## config.mk

```make
export PLATFORM = sky130hd
export DESIGN_NAME = id_ex_stage
export DESIGN_NICKNAME = d
export VERILOG_FILES = /design/src/rtl/riscv_pkg.sv /design/src/rtl/operand_fwd_mux.sv /design/src/rtl/id_ex_stage.sv
export SDC_FILE = /design/constraint.sdc
export NUM_CORES = 1
export LEC_CHECK = 0
export BUFFER_PORTS_ARGS = -buffer_cell sky130_fd_sc_hd__buf_2
export CAP_MARGIN = 15
export CORE_ASPECT_RATIO = 0.75
export CORE_MARGIN = 3
export CORE_UTILIZATION = 50
export DETAILED_ROUTE_END_ITERATION = 10
export PLACE_DENSITY = 0.82
export SLEW_MARGIN = 20
export SYNTH_ARGS = -nofsm -noshare
export SYNTH_HDL_FRONTEND = slang
export SYNTH_SLANG_ARGS = --single-unit
```

## constraint.sdc

```tcl
create_clock -name clk -period 2.5 [get_ports clk]
set_clock_uncertainty 0.1 [all_clocks]
set_input_delay 0.25 -clock clk [delete_from_list [all_inputs] [get_ports clk]]
set_output_delay 0.25 -clock clk [all_outputs]
set_load 0.02 [all_outputs]
```

## src/rtl/riscv_pkg.sv

```systemverilog
`default_nettype none
// ============================================================================
// Package     : riscv_pkg
// Description : Shared definitions for the ID/EX pipeline boundary: datapath
//               width, forwarding-risk codes carried with each instruction,
//               and the operand forwarding select encoding.
// Revision    : 1.0 - initial release
// ============================================================================
package riscv_pkg;

    // Default datapath width
    localparam int XLEN = 32;

    // Forwarding risk of the instruction producing a result.
    // Codes other than NONE and LOAD behave as ALU results.
    localparam logic [2:0] FWD_RISK_NONE = 3'b000;
    localparam logic [2:0] FWD_RISK_ALU  = 3'b001;
    localparam logic [2:0] FWD_RISK_LOAD = 3'b010;

    // Operand source select produced by the forwarding unit
    typedef enum logic [1:0] {
        SEL_REG = 2'b00,   // register file data captured in ID
        SEL_MEM = 2'b01,   // result currently in MEM
        SEL_WB  = 2'b10,   // result currently in WB
        SEL_RET = 2'b11    // most recently retired WB result
    } fwd_sel_e;

    // A producer only forces an interlock when its result is a load
    function automatic logic is_load_risk(input logic [2:0] risk);
        return (risk == FWD_RISK_LOAD);
    endfunction

endpackage : riscv_pkg
`default_nettype wire

```

## src/rtl/operand_fwd_mux.sv

```systemverilog
`default_nettype none
// ============================================================================
// Module      : operand_fwd_mux
// Description : Four-way operand source mux for one EX operand. Selects the
//               registered operand, the live MEM or WB result, or the
//               retired-result latch.
// Revision    : 1.0 - initial release
// ============================================================================
module operand_fwd_mux
    import riscv_pkg::*;
#(
    parameter int XLEN = riscv_pkg::XLEN
) (
    input  fwd_sel_e        sel,
    input  logic [XLEN-1:0] reg_data,
    input  logic [XLEN-1:0] mem_result,
    input  logic [XLEN-1:0] wb_result,
    input  logic [XLEN-1:0] retired,
    output logic [XLEN-1:0] operand
);

    // Pick the operand source named by the registered select
    always_comb begin
        operand = reg_data;
        case (sel)
            SEL_REG: operand = reg_data;
            SEL_MEM: operand = mem_result;
            SEL_WB:  operand = wb_result;
            default: operand = retired;
        endcase
    end

endmodule : operand_fwd_mux
`default_nettype wire

```

## src/rtl/id_ex_stage.sv

```systemverilog
`default_nettype none
// ============================================================================
// Module      : id_ex_stage
// Description : ID/EX pipeline register with operand forwarding. Holds the
//               instruction in EX, resolves its operands from register data,
//               MEM/WB results or a retired-result latch, raises the load-use
//               interlock, and freezes resolved operands while stalled.
// Config macro: FWD_STATS_EN - adds saturating fwd_count / hold_count outputs.
// Revision    : 1.0 - initial release
// ============================================================================
module id_ex_stage
    import riscv_pkg::*;
#(
    parameter int XLEN = riscv_pkg::XLEN
) (
    input  logic            clk,
    input  logic            rst_n,
    input  logic            stall,
    input  logic            flush,
    input  logic            id_valid,
    input  logic [XLEN-1:0] id_pc,
    input  logic [XLEN-1:0] id_imm,
    input  logic [XLEN-1:0] id_rs1_data,
    input  logic [XLEN-1:0] id_rs2_data,
    input  logic [4:0]      id_rd,
    input  logic [2:0]      id_fwd_risk,
    input  logic [1:0]      FwdA,
    input  logic [1:0]      FwdB,
    input  logic [XLEN-1:0] mem_result,
    input  logic [XLEN-1:0] wb_result,
    input  logic            wb_we,
    output logic            id_hold,
    output logic            ex_valid,
    output logic [XLEN-1:0] ex_pc,
    output logic [XLEN-1:0] ex_imm,
    output logic [XLEN-1:0] ex_op_a,
    output logic [XLEN-1:0] ex_op_b,
    output logic [4:0]      ex_rd,
    output logic [2:0]      ex_fwd_risk
`ifdef FWD_STATS_EN
    ,
    output logic [31:0]     fwd_count,
    output logic [31:0]     hold_count
`endif
);

    // Stall tracking: RUN means the next stall cycle is the first one and
    // must capture the resolved operands; STALLED means they are captured.
    localparam logic [0:0] ST_RUN     = 1'b0;
    localparam logic [0:0] ST_STALLED = 1'b1;

    logic [0:0]      state;
    logic [0:0]      state_next;
    logic            stall_capture;

    // EX operand registers and their forwarding selects
    logic [XLEN-1:0] ex_rs1_data;
    logic [XLEN-1:0] ex_rs2_data;
    fwd_sel_e        sel_a;
    fwd_sel_e        sel_b;

    // Last result written back by WB
    logic [XLEN-1:0] retired;

    // Load-use interlock: the instruction in ID wants the MEM result of a load
    // that is still in EX, so that data does not exist yet.
    assign id_hold = id_valid & ex_valid & is_load_risk(ex_fwd_risk) &
                     ((FwdA == SEL_MEM) | (FwdB == SEL_MEM));

    // Operand resolution from the registered selects
    operand_fwd_mux #(
        .XLEN       (XLEN)
    ) u_fwd_a (
        .sel        (sel_a),
        .reg_data   (ex_rs1_data),
        .mem_result (mem_result),
        .wb_result  (wb_result),
        .retired    (retired),
        .operand    (ex_op_a)
    );

    operand_fwd_mux #(
        .XLEN       (XLEN)
    ) u_fwd_b (
        .sel        (sel_b),
        .reg_data   (ex_rs2_data),
        .mem_result (mem_result),
        .wb_result  (wb_result),
        .retired    (retired),
        .operand    (ex_op_b)
    );

    // Stall-tracking state register
    always_ff @(posedge clk or negedge rst_n) begin
        if (!rst_n) begin
            state <= ST_RUN;
        end else begin
            state <= state_next;
        end
    end

    // Next stall state: flush dominates, otherwise follow the stall input
    always_comb begin
        state_next = state;
        if (flush) begin
            state_next = ST_RUN;
        end else if (stall) begin
            state_next = ST_STALLED;
        end else begin
            state_next = ST_RUN;
        end
    end

    // Capture the resolved operands only on the first cycle of a stall
    always_comb begin
        stall_capture = 1'b0;
        if ((state == ST_RUN) && stall && !flush) begin
            stall_capture = 1'b1;
        end
    end

    // EX pipeline registers: flush, then stall, then interlock, then load
    always_ff @(posedge clk or negedge rst_n) begin
        if (!rst_n) begin
            ex_valid    <= 1'b0;
            ex_pc       <= '0;
            ex_imm      <= '0;
            ex_rs1_data <= '0;
            ex_rs2_data <= '0;
            ex_rd       <= '0;
            ex_fwd_risk <= FWD_RISK_NONE;
            sel_a       <= SEL_REG;
            sel_b       <= SEL_REG;
        end else if (flush) begin
            ex_valid <= 1'b0;
        end else if (stall) begin
            // Live MEM/WB values move on while EX waits, so pin the operands
            // into the data registers and read them back directly from now on.
            if (stall_capture) begin
                ex_rs1_data <= ex_op_a;
                ex_rs2_data <= ex_op_b;
                sel_a       <= SEL_REG;
                sel_b       <= SEL_REG;
            end
        end else if (id_hold) begin
            ex_valid    <= 1'b0;
            ex_fwd_risk <= FWD_RISK_NONE;
        end else begin
            ex_valid    <= id_valid;
            ex_pc       <= id_pc;
            ex_imm      <= id_imm;
            ex_rs1_data <= id_rs1_data;
            ex_rs2_data <= id_rs2_data;
            ex_rd       <= id_rd;
            ex_fwd_risk <= id_fwd_risk;
            sel_a       <= fwd_sel_e'(FwdA);
            sel_b       <= fwd_sel_e'(FwdB);
        end
    end

    // Retired-result latch follows every WB write, independent of stall/flush
    always_ff @(posedge clk or negedge rst_n) begin
        if (!rst_n) begin
            retired <= '0;
        end else if (wb_we) begin
            retired <= wb_result;
        end
    end

`ifdef FWD_STATS_EN
    logic normal_load;
    logic fwd_event;

    assign normal_load = !flush && !stall && !id_hold;
    assign fwd_event   = normal_load && id_valid &&
                         ((FwdA != SEL_REG) || (FwdB != SEL_REG));

    // Count forwarded instructions entering EX, saturating at all-ones
    always_ff @(posedge clk or negedge rst_n) begin
        if (!rst_n) begin
            fwd_count <= '0;
        end else if (fwd_event && (fwd_count != 32'hFFFF_FFFF)) begin
            fwd_count <= fwd_count + 32'd1;
        end
    end

    // Count interlock cycles, saturating at all-ones
    always_ff @(posedge clk or negedge rst_n) begin
        if (!rst_n) begin
            hold_count <= '0;
        end else if (id_hold && (hold_count != 32'hFFFF_FFFF)) begin
            hold_count <= hold_count + 32'd1;
        end
    end
`endif

endmodule : id_ex_stage
`default_nettype wire
```

==> results of run 1 <==
[sequential cells by signal, summed over array words and instances, names as in the netlist]
| name | count |
|---|---|
| sel_a | 2 |
| ex_fwd_risk | 3 |
| state | 1 |
| sel_b | 2 |
| ex_pc | 32 |
| ex_valid | 1 |
| ex_rd | 5 |
| retired | 32 |
| ex_rs1_data | 32 |
| ex_imm | 32 |
| ex_rs2_data | 32 |
[logic make-up (layout without fill, tap and decap cells)]
kind of cell           Yosys count  after routing  share of synthesized area (%)
muxes                          169            169                           18.5
other                            0              3                              0
and+or+nand+nor                 87             87                           5.44
buffers and inverters          146            579                           7.30
AOI/OAI and AO/OA              331            331                           24.5
DFF                            174            174                           44.2
[per-layer routing]
metal	wire [um]	global-route usage, %	share of wire, %	vias to the layer above
met1	13900	40.2	39	4567
met2	16800	52.1	48	565
met4	1390	14.4	4.0	0
met5	0	0	0	-
met3	3120	9.40	8.9	144
li1	-	-	-	4186
[synthesized netlist by cell type (all sizes together) (5+ instances only)]
master,number
dfrtp,174
a21oi,129
mux2,105
nor2b,71
inv,65
a211oi,64
mux2i,64
o22ai,64
o2bb2ai,64
buf,50
clkbuf,31
nor2,8
nand2,5
[repair_timing]
action                                 CTS  global route
resized for setup                        0             1
setup endpoints to repair                0            13
endpoints found under the hold margin  148             0
hold buffers                           105             0
setup buffers                            0             1
[final timing paths]
check                             endpoint  cells past startpoint            from  slack (ns)
setup reg to reg           ex_rs1_data[19]                      5  ex_fwd_risk[2]        0.34
hold / removal                 retired[19]                      2   wb_result[19]        0.02
max in group asynchronous  ex_rs2_data[27]                      3           rst_n        1.27
min in group asynchronous       retired[7]                      2           rst_n        0.23
hold reg to reg             ex_rs1_data[9]                      1  ex_rs1_data[9]        0.39
setup / recovery               ex_op_b[26]                      5        sel_b[0]        0.10
[worst max-delay path, delay by kind of cell (launching register included)]
family | cells | cell delay (ns)
AO/OA/AOI/OAI | 2 | 0.35
buffers and inverters | 2 | 0.50
flip-flops | 1 | 0.64
AND/OR/NAND/NOR | 1 | 0.11
[through the flow]
stage / instance area (sq um) / power [mW] / hold WS [ns] / setup WS [ns]
after floorplan: 9840 / 5.36 / -0.146 / 0.625
after global placement: 11700 / 6.32 / 0.132 / 0.489
after detailed placement: 11700 / 6.40 / 0.130 / 0.407
after CTS: 13400 / 9.30 / 0.00547 / 0.0660
after global routing: 13400 / 9.80 / 0.0135 / 0.0254
final: 13400 / 9.40 / 0.0168 / 0.102
[layout make-up]
type / instances / area (sq um) / share of cell area (%)
Multi-Input combinational cell: 587 / 4770 / 35.5
Sequential cell: 174 / 4360 / 32.5
Timing Repair Buffer: 482 / 3110 / 23.1
Clock buffer: 17 / 425 / 3.17
Tap cell: 247 / 309 / 2.30
Inverter: 65 / 244 / 1.82
Clock inverter: 15 / 199 / 1.48
Antenna cell: 3 / 7.51 / 0.0559
[power by group]
group          leakage, nW  switching [mW]  internal (mW)
clock network        0.303            1.33           1.45
logic                 3.78            1.81           1.27
registers             2.09           0.307           3.23
==> out/qor.yml, run 1 <==
drc: 0
drv_cap: 0
fin_setup_tns_ns: 0
fillerInstances: 1267
dieArea_sq_mm: 0.0214
fin_crit_sh_pct: 95.9
vias: 9462
die_x_um: 168
cts_root_buf: "clkbuf_16"
fin_util_pct: 71.1
irDropWorstVdd_uv: 526
synth.area.top_cells: "dfrtp_1 44%, mux2_1 7.6%, a21oi_1 6.6%"
ys_seq_area_share_pct: 44.2
leakagePower_nw: 6.18
drt_iter0_drc: 795
yosys.area.top_type: "dfrtp_1"
layout.nets: 1537
die_h_um: 127
avgSynthCellArea_sq_um: 10.8
ys_seq_elements: 174
ioPinCount: 348
cp_slowest_stage_delay_ns: 0.64
grt_usage_pct: 32.2
area_delta_synth_final_pct: 36.5
ys_async_sr_fraction_pct: 100
io_buffers: 347
syn_area_sq_mm: 0.00984
synth.net_count: 1117
synth_top_flop_cell: "dfrtp_1"
synth_top_area_share_pct: 44.2
synth_cell_types: 32
drive_above_1_share_pct: 36.8
h-tree-depth: 4
path_clk_slew_ns: 0.07
syn_inst: 907
setup_viol: 0
num_rows: 43
slew_viol_final: 0
rsz0062_at_grt: "false"
cp-end-kind: "output port"
status: "completed"
cts_buffer_depth: 2
required_ns: 2.15
clk_latency_ns: 0.43
drtPass1Iterations: 5
mostFrequentLayoutCells: "346 x buf_2, 170 x dfrtp_1, 129 x a21oi_1, 105 x dlygate4sd3_1, 71 x nor2b_1"
crit_chain: "buf_12 -> nor2b_1 -> a211oi_1 -> a21oi_1 -> buf_2"
dpl.cell_count: 1449
cts_tree: "done"
first_global_vias: 9956
antenna_found_initial: 3
gp_congestion: 0.888
worst_pin_slew_ns: 0.634
yosysWarnings: 0
grt_pass1_wl_um: 54900
vias_per_cell: 5.95
worst-path-max-fanout: 51
layout_commonest_cell: "buf_2"
critPathLaunchType: "register"
grt_overflow_total: 0
grt_max_degree: 52
synth-edff-count: 0
drt-total-wl_um: 35100
min_period_ns: 2.40
clkSinkCount: 174
hpwl_um: 21600
max_clock_freq_mhz: 417
cp_slowest_cell: "dfrtp_4"
hold_viol_final: 0
postRouteAntennaNets: 0
power_density_mw_per_mm2: 700
crit_type: "register to output port"
core_sq_mm: 0.0189
final_cells: 1590
wl_per_cell_um: 22.1
hold_path_class: "input port to register"
slew_headroom_pct: 57.8
critical_path_arrival_ns: 2.05
numCtsBuffers: 17
initial_core_util_pct: 52.1
No activity file was read; power rests on OpenSTA's default activity.
==> run 2, diff against run 1 <==
--- a/config.mk
+++ b/config.mk
@@ -8,10 +8,11 @@
 export BUFFER_PORTS_ARGS = -buffer_cell sky130_fd_sc_hd__buf_2
 export CAP_MARGIN = 15
 export CORE_ASPECT_RATIO = 0.75
-export CORE_MARGIN = 3
+export CORE_MARGIN = 2
 export CORE_UTILIZATION = 50
 export DETAILED_ROUTE_END_ITERATION = 10
 export PLACE_DENSITY = 0.82
+export SETUP_SLACK_MARGIN = 0.4
 export SLEW_MARGIN = 20
 export SYNTH_ARGS = -nofsm -noshare
 export SYNTH_HDL_FRONTEND = slang
==> out/qor.yml, run 2 (synthesized netlist as in run 1, its figures left out) <==
status: "completed"
die_h_um: 125  # -1.6%
worst_pin_slew_ns: 0.646  # +0.0122 ns
drt-total-wl_um: 40000  # +14%
hpwl_um: 20400  # -5.7%
io_buffers: 347  # unchanged
first_global_vias: 9765  # -1.9%
vias_per_cell: 6.25  # +5.0%
setup_viol: 0  # unchanged
cts_tree: "done"
crit_chain: "buf_8 -> buf_12 -> nor2b_1 -> a211oi_2 -> a21oi_2 -> buf_4"
vias: 10100  # +7.0%
critical_path_depth: 6  # +1
gp_congestion: 0.884  # -0.38%
grt_max_degree: 74  # +42%
rrSetupSlack_ns: 0.44  # +0.10 ns
cp_slowest_cell: "dfrtp_4"
final_cells: 1621  # +1.9%
core_sq_mm: 0.0193  # +2.3%
grt_overflow_total: 0  # unchanged
drt_iter0_drc: 1244  # +56%
die_x_um: 166  # -1.2%
drtPass1Iterations: 6  # +1
area_delta_synth_final_pct: 51.8
mostFrequentLayoutCells: "286 x buf_2, 170 x dfrtp_1, 105 x dlygate4sd3_1, 97 x a21oi_1, 73 x buf_4"
antenna_found_initial: 3  # unchanged
crit_type: "register to output port"
drv_cap: 0  # unchanged
reg2regPathDepth: 7  # +2
hold_depth: 2  # unchanged
slew_viol_final: 0  # unchanged
grt_usage_pct: 32.3  # +0.15 points
cp-end-kind: "output port"
max_clock_freq_mhz: 460  # +10%
drive_above_1_share_pct: 49.7  # +13 points
dpl.cell_count: 1457  # +0.55%
h-tree-depth: 4  # unchanged
worst-path-buf-inv: 3  # +1
critical-path-top-delay-family: "flip-flops"
cts_root_buf: "clkbuf_16"
fin_setup_tns_ns: 0  # unchanged
layout.nets: 1563  # +1.7%
drc: 0  # unchanged
wl_per_cell_um: 24.7  # +12%
power_mw: 10.2  # +8.0%
cts_buffer_depth: 2  # unchanged
path_clk_slew_ns: 0.07  # about the same
clkSinkCount: 174  # unchanged
critical_path_arrival_ns: 1.83  # -0.22 ns
required_ns: 2.15  # about the same
hold_path_class: "input port to register"
worst-path-max-fanout: 14  # -73%
leakagePower_nw: 6.60  # +6.9%
min_period_ns: 2.18  # -0.222 ns
numCtsBuffers: 17  # unchanged
power_density_mw_per_mm2: 679  # -2.9%
dieArea_sq_mm: 0.0208  # -2.7%
initial_core_util_pct: 50.9  # -1.2 points
layout_commonest_cell: "buf_2"
clk_latency_ns: 0.43  # about the same
ioPinCount: 348  # unchanged
slew_headroom_pct: 56.9  # -0.82 points
irDropWorstVdd_uv: 637  # +21%
rsz0062_at_grt: "true"
cp_slowest_stage_delay_ns: 0.50  # -0.14 ns
fin_crit_sh_pct: 87.0  # -8.9 points
grt_pass1_wl_um: 53300  # -2.9%
num_rows: 44  # +2.3%
critPathLaunchType: "register"
hold_viol_final: 0  # unchanged
postRouteAntennaNets: 0  # unchanged
fin_util_pct: 77.3  # +6.2 points
[run 2: changes by cell type in the layout (fill, tap and decap cells not counted), sizes merged]
cell and delta:
clkinvlp +1, clkbuf +10, inv +3, bufinv -1, clkinv -4, buf +16
[run 2: path summary, 6_finish.rpt]
kind | startpoint | end
max | sel_a[0] | ex_op_a[0]
min | wb_result[30] | retired[30]
max reg2reg | sel_b[0] | ex_rs2_data[31]
min reg2reg | ex_rs1_data[5] | ex_rs1_data[5]
max in group asynchronous | rst_n | ex_rs1_data[27]
min in group asynchronous | rst_n | retired[9]
[run 2: per-layer routing]
layer	GRT usage (%)	part of all wire [%]	vias to the layer above
met5	0	0	-
met4	11.4	4.1	0
met3	7.69	10	162
met2	54.9	49	753
met1	40.6	37	4966
li1	-	-	4247
[run 2: final cells by class]
cell class,instances,area [sq um]
clock inverters,14,149
flip-flops and latches,174,4360
inverters,65,244
multi-input cells,587,5650
well taps,253,317
repair buffers,508,3780
clock buffers,17,425
diodes,3,7.51
fillers,1116,4380
[run 2: timing repair]
item,CTS,global route
pin swaps,0,27
hold buffers,105,0
gates cloned,0,15
resized for setup,9,277
endpoints found under the setup margin,57,117
hold endpoints to repair,162,0
buffers inserted,3,7
[run 2: metrics by stage]
step	area, sq um	worst slack [ns]	hold slack (ns)
2_1_floorplan	9840	0.625	-0.146
3_3_place_gp	11800	0.493	0.177
3_5_place_dp	11800	0.413	0.187
4_1_cts	13400	0.345	0.00202
5_1_grt	14900	0.278	0.0353
6_report	14900	0.324	0.0461
[run 2: power by group]
group          internal [mW]  total, mW  switching (mW)
Sequential              3.23       3.55           0.326
Clock                   1.34       2.67            1.33
Combinational           1.78       3.93            2.14
Total                   6.35       10.2            3.80
